===== config.mk =====
export PLATFORM = sky130hd
export DESIGN_NAME = vga_sync_decoder
export DESIGN_NICKNAME = d
export VERILOG_FILES = /design/src/rtl/vga_sync_decoder.sv
export SDC_FILE = /design/constraint.sdc
export NUM_CORES = 1
export LEC_CHECK = 0
export ABC_AREA = 1
export BUFFER_PORTS_ARGS = -buffer_cell sky130_fd_sc_hd__clkbuf_2
export CAP_MARGIN = 20
export CORE_ASPECT_RATIO = 1.4
export CORE_MARGIN = 1.5
export CORE_UTILIZATION = 53
export DETAILED_ROUTE_END_ITERATION = 16
export PLACE_DENSITY = 0.83
export SLEW_MARGIN = 15
export SYNTH_ARGS = -nofsm -noshare
export SYNTH_HDL_FRONTEND = slang
export SYNTH_SLANG_ARGS = --single-unit

===== constraint.sdc =====
create_clock -name clk -period 1.54 [get_ports clk]
set_input_delay 0.308 -clock clk [delete_from_list [all_inputs] [get_ports clk]]
set_output_delay 0.308 -clock clk [all_outputs]
set_load 0.02 [all_outputs]

===== src/rtl/vga_sync_decoder.sv =====
// Receive-side VGA timing recovery: rebuilds hCount/vCount/bright from raw sync
// pulses, verifies line/frame geometry and reports lock, errors and frame count.
module vga_sync_decoder #(
  parameter int CLK_DIV     = 4,
  parameter int H_TOTAL     = 800,
  parameter int H_SYNC      = 96,
  parameter int H_ACT_START = 144,
  parameter int H_ACT_END   = 784,
  parameter int V_TOTAL     = 525,
  parameter int V_SYNC      = 2,
  parameter int V_ACT_START = 35,
  parameter int V_ACT_END   = 515,
  parameter int LEN_W       = 13
) (
  input  logic       clk,
  input  logic       rst,
  input  logic       hSync,
  input  logic       vSync,
  output logic [9:0] hCount,
  output logic [9:0] vCount,
  output logic       bright,
  output logic       locked,
  output logic       h_err,
  output logic       v_err,
  output logic       frame_strobe,
  output logic [7:0] frame_cnt
);

  localparam int PH_W = (CLK_DIV > 1) ? $clog2(CLK_DIV) : 1;
  localparam logic [PH_W-1:0]  PH_LAST   = PH_W'(CLK_DIV - 1);
  localparam logic [LEN_W-1:0] LINE_CLKS = LEN_W'(H_TOTAL * CLK_DIV);
  localparam logic [LEN_W-1:0] SYNC_CLKS = LEN_W'(H_SYNC * CLK_DIV);
  localparam logic [LEN_W-1:0] WD_CLKS   = LEN_W'(2 * H_TOTAL * CLK_DIV);
  localparam logic [LEN_W-1:0] WD_NEAR   = LEN_W'(2 * H_TOTAL * CLK_DIV - 1);
  localparam logic [9:0] H_LAST  = 10'(H_TOTAL - 1);
  localparam logic [9:0] V_LAST  = 10'(V_TOTAL - 1);
  localparam logic [9:0] V_TOT   = 10'(V_TOTAL);
  localparam logic [9:0] V_SYN   = 10'(V_SYNC);
  localparam logic [9:0] H_ACT_S = 10'(H_ACT_START);
  localparam logic [9:0] H_ACT_E = 10'(H_ACT_END);
  localparam logic [9:0] V_ACT_S = 10'(V_ACT_START);
  localparam logic [9:0] V_ACT_E = 10'(V_ACT_END);

  localparam logic [1:0] ST_UNLOCKED = 2'd0;
  localparam logic [1:0] ST_CHECK    = 2'd1;
  localparam logic [1:0] ST_LOCKED   = 2'd2;

  logic hs_meta_q, hs_meta_d, hs2_q, hs2_d, hs_prev_q, hs_prev_d;
  logic vs_meta_q, vs_meta_d, vs2_q, vs2_d;
  logic [PH_W-1:0]  ph_q, ph_d;
  logic [9:0]       hcount_q, hcount_d, vcount_q, vcount_d;
  logic [LEN_W-1:0] line_len_q, line_len_d;
  logic             len_valid_q, len_valid_d;
  logic             vs_line_q, vs_line_d;
  logic [9:0]       vlow_run_q, vlow_run_d;
  logic [9:0]       frame_lines_q, frame_lines_d;
  logic             frame_valid_q, frame_valid_d;
  logic [1:0]       state_q, state_d;
  logic             err_seen_q, err_seen_d;
  logic             h_err_q, h_err_d, v_err_q, v_err_d;
  logic             frame_strobe_q, frame_strobe_d;
  logic             bright_q, bright_d;
  logic [7:0]       frame_cnt_q, frame_cnt_d;

  logic hfall, hrise, tripped, pix_step, frame_start, locked_now, any_err;

  assign hfall       = hs_prev_q & ~hs2_q;
  assign hrise       = ~hs_prev_q & hs2_q;
  assign tripped     = (line_len_q == WD_CLKS);
  assign pix_step    = (ph_q == PH_LAST);
  assign frame_start = hfall & ~vs2_q & vs_line_q;
  assign locked_now  = (state_q == ST_LOCKED);
  assign any_err     = h_err_d | v_err_d;

  always_comb begin
    hs_meta_d = hSync;
    hs2_d     = hs_meta_q;
    hs_prev_d = hs2_q;
    vs_meta_d = vSync;
    vs2_d     = vs_meta_q;

    ph_d = hfall ? '0 : (pix_step ? '0 : ph_q + 1'b1);

    // Line length saturates at the watchdog limit; that state also freezes the counters.
    line_len_d  = line_len_q;
    len_valid_d = len_valid_q;
    if (hfall) begin
      line_len_d  = LEN_W'(1);
      len_valid_d = 1'b1;
    end else if (!tripped) begin
      line_len_d = line_len_q + 1'b1;
      if (line_len_q == WD_NEAR) len_valid_d = 1'b0;
    end

    h_err_d = (hfall & len_valid_q & (line_len_q != LINE_CLKS))
            | (hrise & ~tripped & (line_len_q != SYNC_CLKS))
            | (~hfall & (line_len_q == WD_NEAR));

    hcount_d = hcount_q;
    if (hfall) hcount_d = '0;
    else if (pix_step && !tripped) hcount_d = (hcount_q == H_LAST) ? '0 : hcount_q + 1'b1;

    vcount_d = vcount_q;
    if (frame_start) vcount_d = '0;
    else if (hfall) vcount_d = (vcount_q == V_LAST) ? '0 : vcount_q + 1'b1;

    vs_line_d     = hfall ? vs2_q : vs_line_q;
    vlow_run_d    = vlow_run_q;
    frame_lines_d = frame_lines_q;
    frame_valid_d = frame_valid_q | frame_start;
    if (hfall && !vs2_q) begin
      if (vs_line_q) vlow_run_d = 10'd1;
      else if (vlow_run_q != 10'h3FF) vlow_run_d = vlow_run_q + 1'b1;
    end
    if (frame_start) frame_lines_d = 10'd1;
    else if (hfall && frame_lines_q != 10'h3FF) frame_lines_d = frame_lines_q + 1'b1;

    v_err_d = (frame_start & frame_valid_q & (frame_lines_q != V_TOT))
            | (hfall & vs2_q & ~vs_line_q & (vlow_run_q != V_SYN));

    frame_strobe_d = frame_start;

    // An error in the same cycle as the qualifying frame start still blocks lock.
    state_d    = state_q;
    err_seen_d = err_seen_q;
    case (state_q)
      ST_UNLOCKED: begin
        if (frame_start) begin
          state_d    = ST_CHECK;
          err_seen_d = 1'b0;
        end
      end
      ST_CHECK: begin
        if (frame_start) begin
          state_d    = (err_seen_q | any_err) ? ST_CHECK : ST_LOCKED;
          err_seen_d = 1'b0;
        end else if (any_err) begin
          err_seen_d = 1'b1;
        end
      end
      ST_LOCKED: begin
        if (any_err) state_d = ST_UNLOCKED;
      end
      default: state_d = ST_UNLOCKED;
    endcase

    bright_d = locked_now
             & (hcount_q >= H_ACT_S) & (hcount_q < H_ACT_E)
             & (vcount_q >= V_ACT_S) & (vcount_q < V_ACT_E);

    frame_cnt_d = frame_cnt_q + {7'd0, frame_strobe_q & locked_now};
  end

  always_ff @(posedge clk) begin
    if (rst) begin
      hs_meta_q      <= 1'b1;
      hs2_q          <= 1'b1;
      hs_prev_q      <= 1'b1;
      vs_meta_q      <= 1'b1;
      vs2_q          <= 1'b1;
      ph_q           <= '0;
      hcount_q       <= '0;
      vcount_q       <= '0;
      line_len_q     <= '0;
      len_valid_q    <= 1'b0;
      vs_line_q      <= 1'b1;
      vlow_run_q     <= '0;
      frame_lines_q  <= '0;
      frame_valid_q  <= 1'b0;
      state_q        <= ST_UNLOCKED;
      err_seen_q     <= 1'b0;
      h_err_q        <= 1'b0;
      v_err_q        <= 1'b0;
      frame_strobe_q <= 1'b0;
      bright_q       <= 1'b0;
      frame_cnt_q    <= '0;
    end else begin
      hs_meta_q      <= hs_meta_d;
      hs2_q          <= hs2_d;
      hs_prev_q      <= hs_prev_d;
      vs_meta_q      <= vs_meta_d;
      vs2_q          <= vs2_d;
      ph_q           <= ph_d;
      hcount_q       <= hcount_d;
      vcount_q       <= vcount_d;
      line_len_q     <= line_len_d;
      len_valid_q    <= len_valid_d;
      vs_line_q      <= vs_line_d;
      vlow_run_q     <= vlow_run_d;
      frame_lines_q  <= frame_lines_d;
      frame_valid_q  <= frame_valid_d;
      state_q        <= state_d;
      err_seen_q     <= err_seen_d;
      h_err_q        <= h_err_d;
      v_err_q        <= v_err_d;
      frame_strobe_q <= frame_strobe_d;
      bright_q       <= bright_d;
      frame_cnt_q    <= frame_cnt_d;
    end
  end

  assign hCount       = hcount_q;
  assign vCount       = vcount_q;
  assign bright       = bright_q;
  assign locked       = locked_now;
  assign h_err        = h_err_q;
  assign v_err        = v_err_q;
  assign frame_strobe = frame_strobe_q;
  assign frame_cnt    = frame_cnt_q;

endmodule


==> impl_metrics.py <==
metrics = {
    "status": {
        "status": "finished, violations left",
        "violations": "setup timing",
    },
    "routing": {
        "vias_per_cell": 5.248,
        "drt_iter0_markers": 168,
        "totalWireLength_mm": 9.628,
        "drt.antenna.violating_nets": 0,
        "vias": 3784,
        "wl_per_cell_um": 13.35,
        "firstDrtPassIters": 5,
        "drc_errors": 0,
    },
    "cts": {
        "clock_sinks": 78,
        "htree_levels": 3,
        "clk_pin_slew_ps": 80,
        "cts_made_buffers": 9,
        "cts_root_buf": "clkbuf_8",
        "cts_tree": "done",
        "clockBufferDepth": 2,
        "clkLatencyLatePin_ps": 360,
    },
    "critical_path": {
        "cp_top_family": "simple AND/OR/NAND/NOR gates",
        "slowest_delay_ps": 350,
        "cp_data_required_time_ps": 1790,
        "path_cells": "nor2_1, nand2_1, nor2_1, nand2_2, buf_4, inv_1, nor2_1, a211oi_1",
        "crit_arrival_ps": 1840,
        "criticalPathCategory": "flop to flop",
        "crit_buf_inv": 2,
        "crit_top_cell": "nor2_1",
        "crit_path_start_kind": "flop",
        "crit_fanout": 4,
        "endpoint_kind": "flop",
        "crit_path_top_delay_cell": "dfxtp_1",
    },
    "die": {
        "die_w_um": 75.85,
        "core_um2": 7268,
        "io_pins": 37,
        "die_y_um": 105.0,
        "initial_core_util": 0.5417,
        "dieArea_um2": 7963,
        "row_count": 37,
    },
    "timing": {
        "final-setup-viol-count": 3,
        "rsz0062_at_grt": "true",
        "whs_ps": 144.3,
        "fin_ws_ps": -51.42,
        "clock_skew_ps": 8.469,
        "slew_headroom": 0.7502,
        "tightest_slew_ps": 371.6,
        "hold_violations": 0,
        "report.final.slew_viol_count": 0,
        "min_period_over_period": 1.033,
        "fmax_mhz": 628.4,
        "min_period_ps": 1591,
    },
    "synthesis": {
        "syn_area_um2": 3938,
        "synth_edf_count": 0,
        "yosysTopAreaCell": "dfxtp_1",
        "syn_nets": 559,
        "synthCells": 542,
        "yosysSeqAreaShare": 0.3966,
        "synth_area_leaders": "dfxtp_1, nand2_1, nor2_1, inv_1, a21oi_1",
        "postSynth.asyncResetShare": 0,
        "synth_warnings": 0,
        "synth-seq-cells": 78,
        "synth_cell_types": 40,
        "syn_area_per_cell_um2": 7.265,
        "synth_top_area_frac": 0.3966,
        "dominantRegCellSynth": "dfxtp_1",
    },
    "global_routing": {
        "grt_pass1_vias": 3463,
        "grt_pass1_wl_mm": 14.07,
        "grt_max_degree": 20,
        "overflow": 0,
        "grt_usage": 0.2294,
        "grt_antenna_before_repair": 0,
    },
    "power": {
        "power_density_nw_per_um2": 822.4,
        "power_leakage_uw": 0.001955,
        "ir_drop_mv": 0.6404,
    },
    "cells_and_area": {
        "seqCellArea_um2": 1588,
        "fin_nets": 636,
        "antenna_cells": 0,
        "design_area_um2": 4980,
        "multi_input_area_um2": 2251,
        "area_growth_pct": 26.47,
        "fillers": 562,
        "utilization": 0.6851,
        "drive_above_1_share": 0.3221,
        "final_cell_mix": "nand2_1, dfxtp_1, inv_1, nor2_1, a21oi_1",
        "final_common_cell": "nand2_1",
    },
    "placement": {
        "numPortBuffers": 36,
        "gp_congestion": 0.8797,
        "place_area_um2": 4431,
        "hpwl_mm": 6.554,
    },
    "hold_path": {
        "hold_class": "input port to flop",
    },
    "flow_run": {
        "drv_cap": 0,
    },
}
## synthesized netlist by cell type, types with 2 or more instances
library cell and count:
o21ai_1 4, o21ai_0 21, nor4_1 4, nand3_1 28, nor2_1 72, dfxtp_1 78, nor3_2 2, xnor2_1 2
nor2_4 2, inv_1 71, nand3_2 5, buf_6 2, nor3_1 17, a211oi_1 2, o21ai_2 2, a21oi_2 3
clkbuf_1 2, nand2_4 4, nor3b_1 4, a21oi_1 42, inv_2 7, nand4_1 10, nor2_2 9, buf_2 2
nand2_2 9, xor2_1 10, a31oi_1 5, or2_2 6, ha_1 13, nand2_1 94
## metrics by stage
stage / total power (uW) / TNS, ps / worst slack [ps] / instances
finish: 4096 / -63.49 / -51.42 / 721
detailed placement: 2340 / -329.1 / -94.78 / 695
global route: 4230 / -2299 / -162.1 / 721
CTS: 4072 / -40.36 / -14.82 / 711
global placement: 2327 / 0 / 23.85 / 695
floorplan: 2259 / -100.9 / -52.78 / 542
## report_power, final
| part | switching [uW] | total (uW) | internal, uW |
|---|---|---|---|
| combinational | 164 | 272 | 108 |
| sequential | 27.1 | 2070 | 2040 |
| clock | 787 | 1750 | 967 |
| total | 978 | 4100 | 3120 |
## what timing repair did
action / CTS / global route
endpoints found under the setup margin: 15 / 37
hold buffers: 0 / 0
buffers inserted: 0 / 10
gates resized for setup: 10 / 70
pin swaps: 4 / 16
hold endpoints to repair: 0 / 0
## cell families after synthesis
logic type                 after synthesis  synth area share
and+or+nand+nor                        269            0.3295
buffers and inverters                   87           0.08897
AOI/OAI and AO/OA                       83            0.1169
DFF                                     78            0.3966
adders and majority gates               13           0.04131
xor gates and xnor gates                12           0.02669
## worst reg2reg max path: cells and delay by family, from the launching register on
| family | cells | cell delay (ps) |
|---|---|---|
| and+or+nand+nor | 5 | 680 |
| AOI/OAI and AO/OA | 1 | 200 |
| DFF | 1 | 350 |
| buffers and inverters | 2 | 250 |
## layer usage
| metal | track usage | vias up | wire, um |
|---|---|---|---|
| met3 | 0.05400 | 23 | 352 |
| met2 | 0.4000 | 82 | 5267 |
| met4 | 0.1148 | 0 | 218 |
| li1 | - | 1900 | - |
| met1 | 0.2464 | 1779 | 3789 |
| met5 | 0 | - | 0 |
## final timing paths
check | from | to | slack, ps | cells past startpoint
setup reg to reg | line_len_q[4] | line_len_q[1] | -50 | 8
hold / removal | vSync | vs2_d | 140 | 2
setup / recovery | line_len_q[4] | line_len_q[1] | -50 | 8
hold reg to reg | hs2_d | hs2_q | 420 | 1
## state kept, by name, summed over array words and instances (netlist names), 2 cells and up
name           flops
vlow_run_q        10
ph_q               2
state_q            2
line_len_q        13
hCount            10
frame_cnt          8
vCount            10
frame_lines_q     10
## final cells by class
class	instances	share of cell area
repair buffers	73	0.09447
clock buffers	10	0.02764
inverters	80	0.06382
well taps	97	0.02437
clock inverters	6	0.01884
flip-flops and latches	78	0.3188
multi-input cells	377	0.4520
Power figures use the tool's default switching activity.
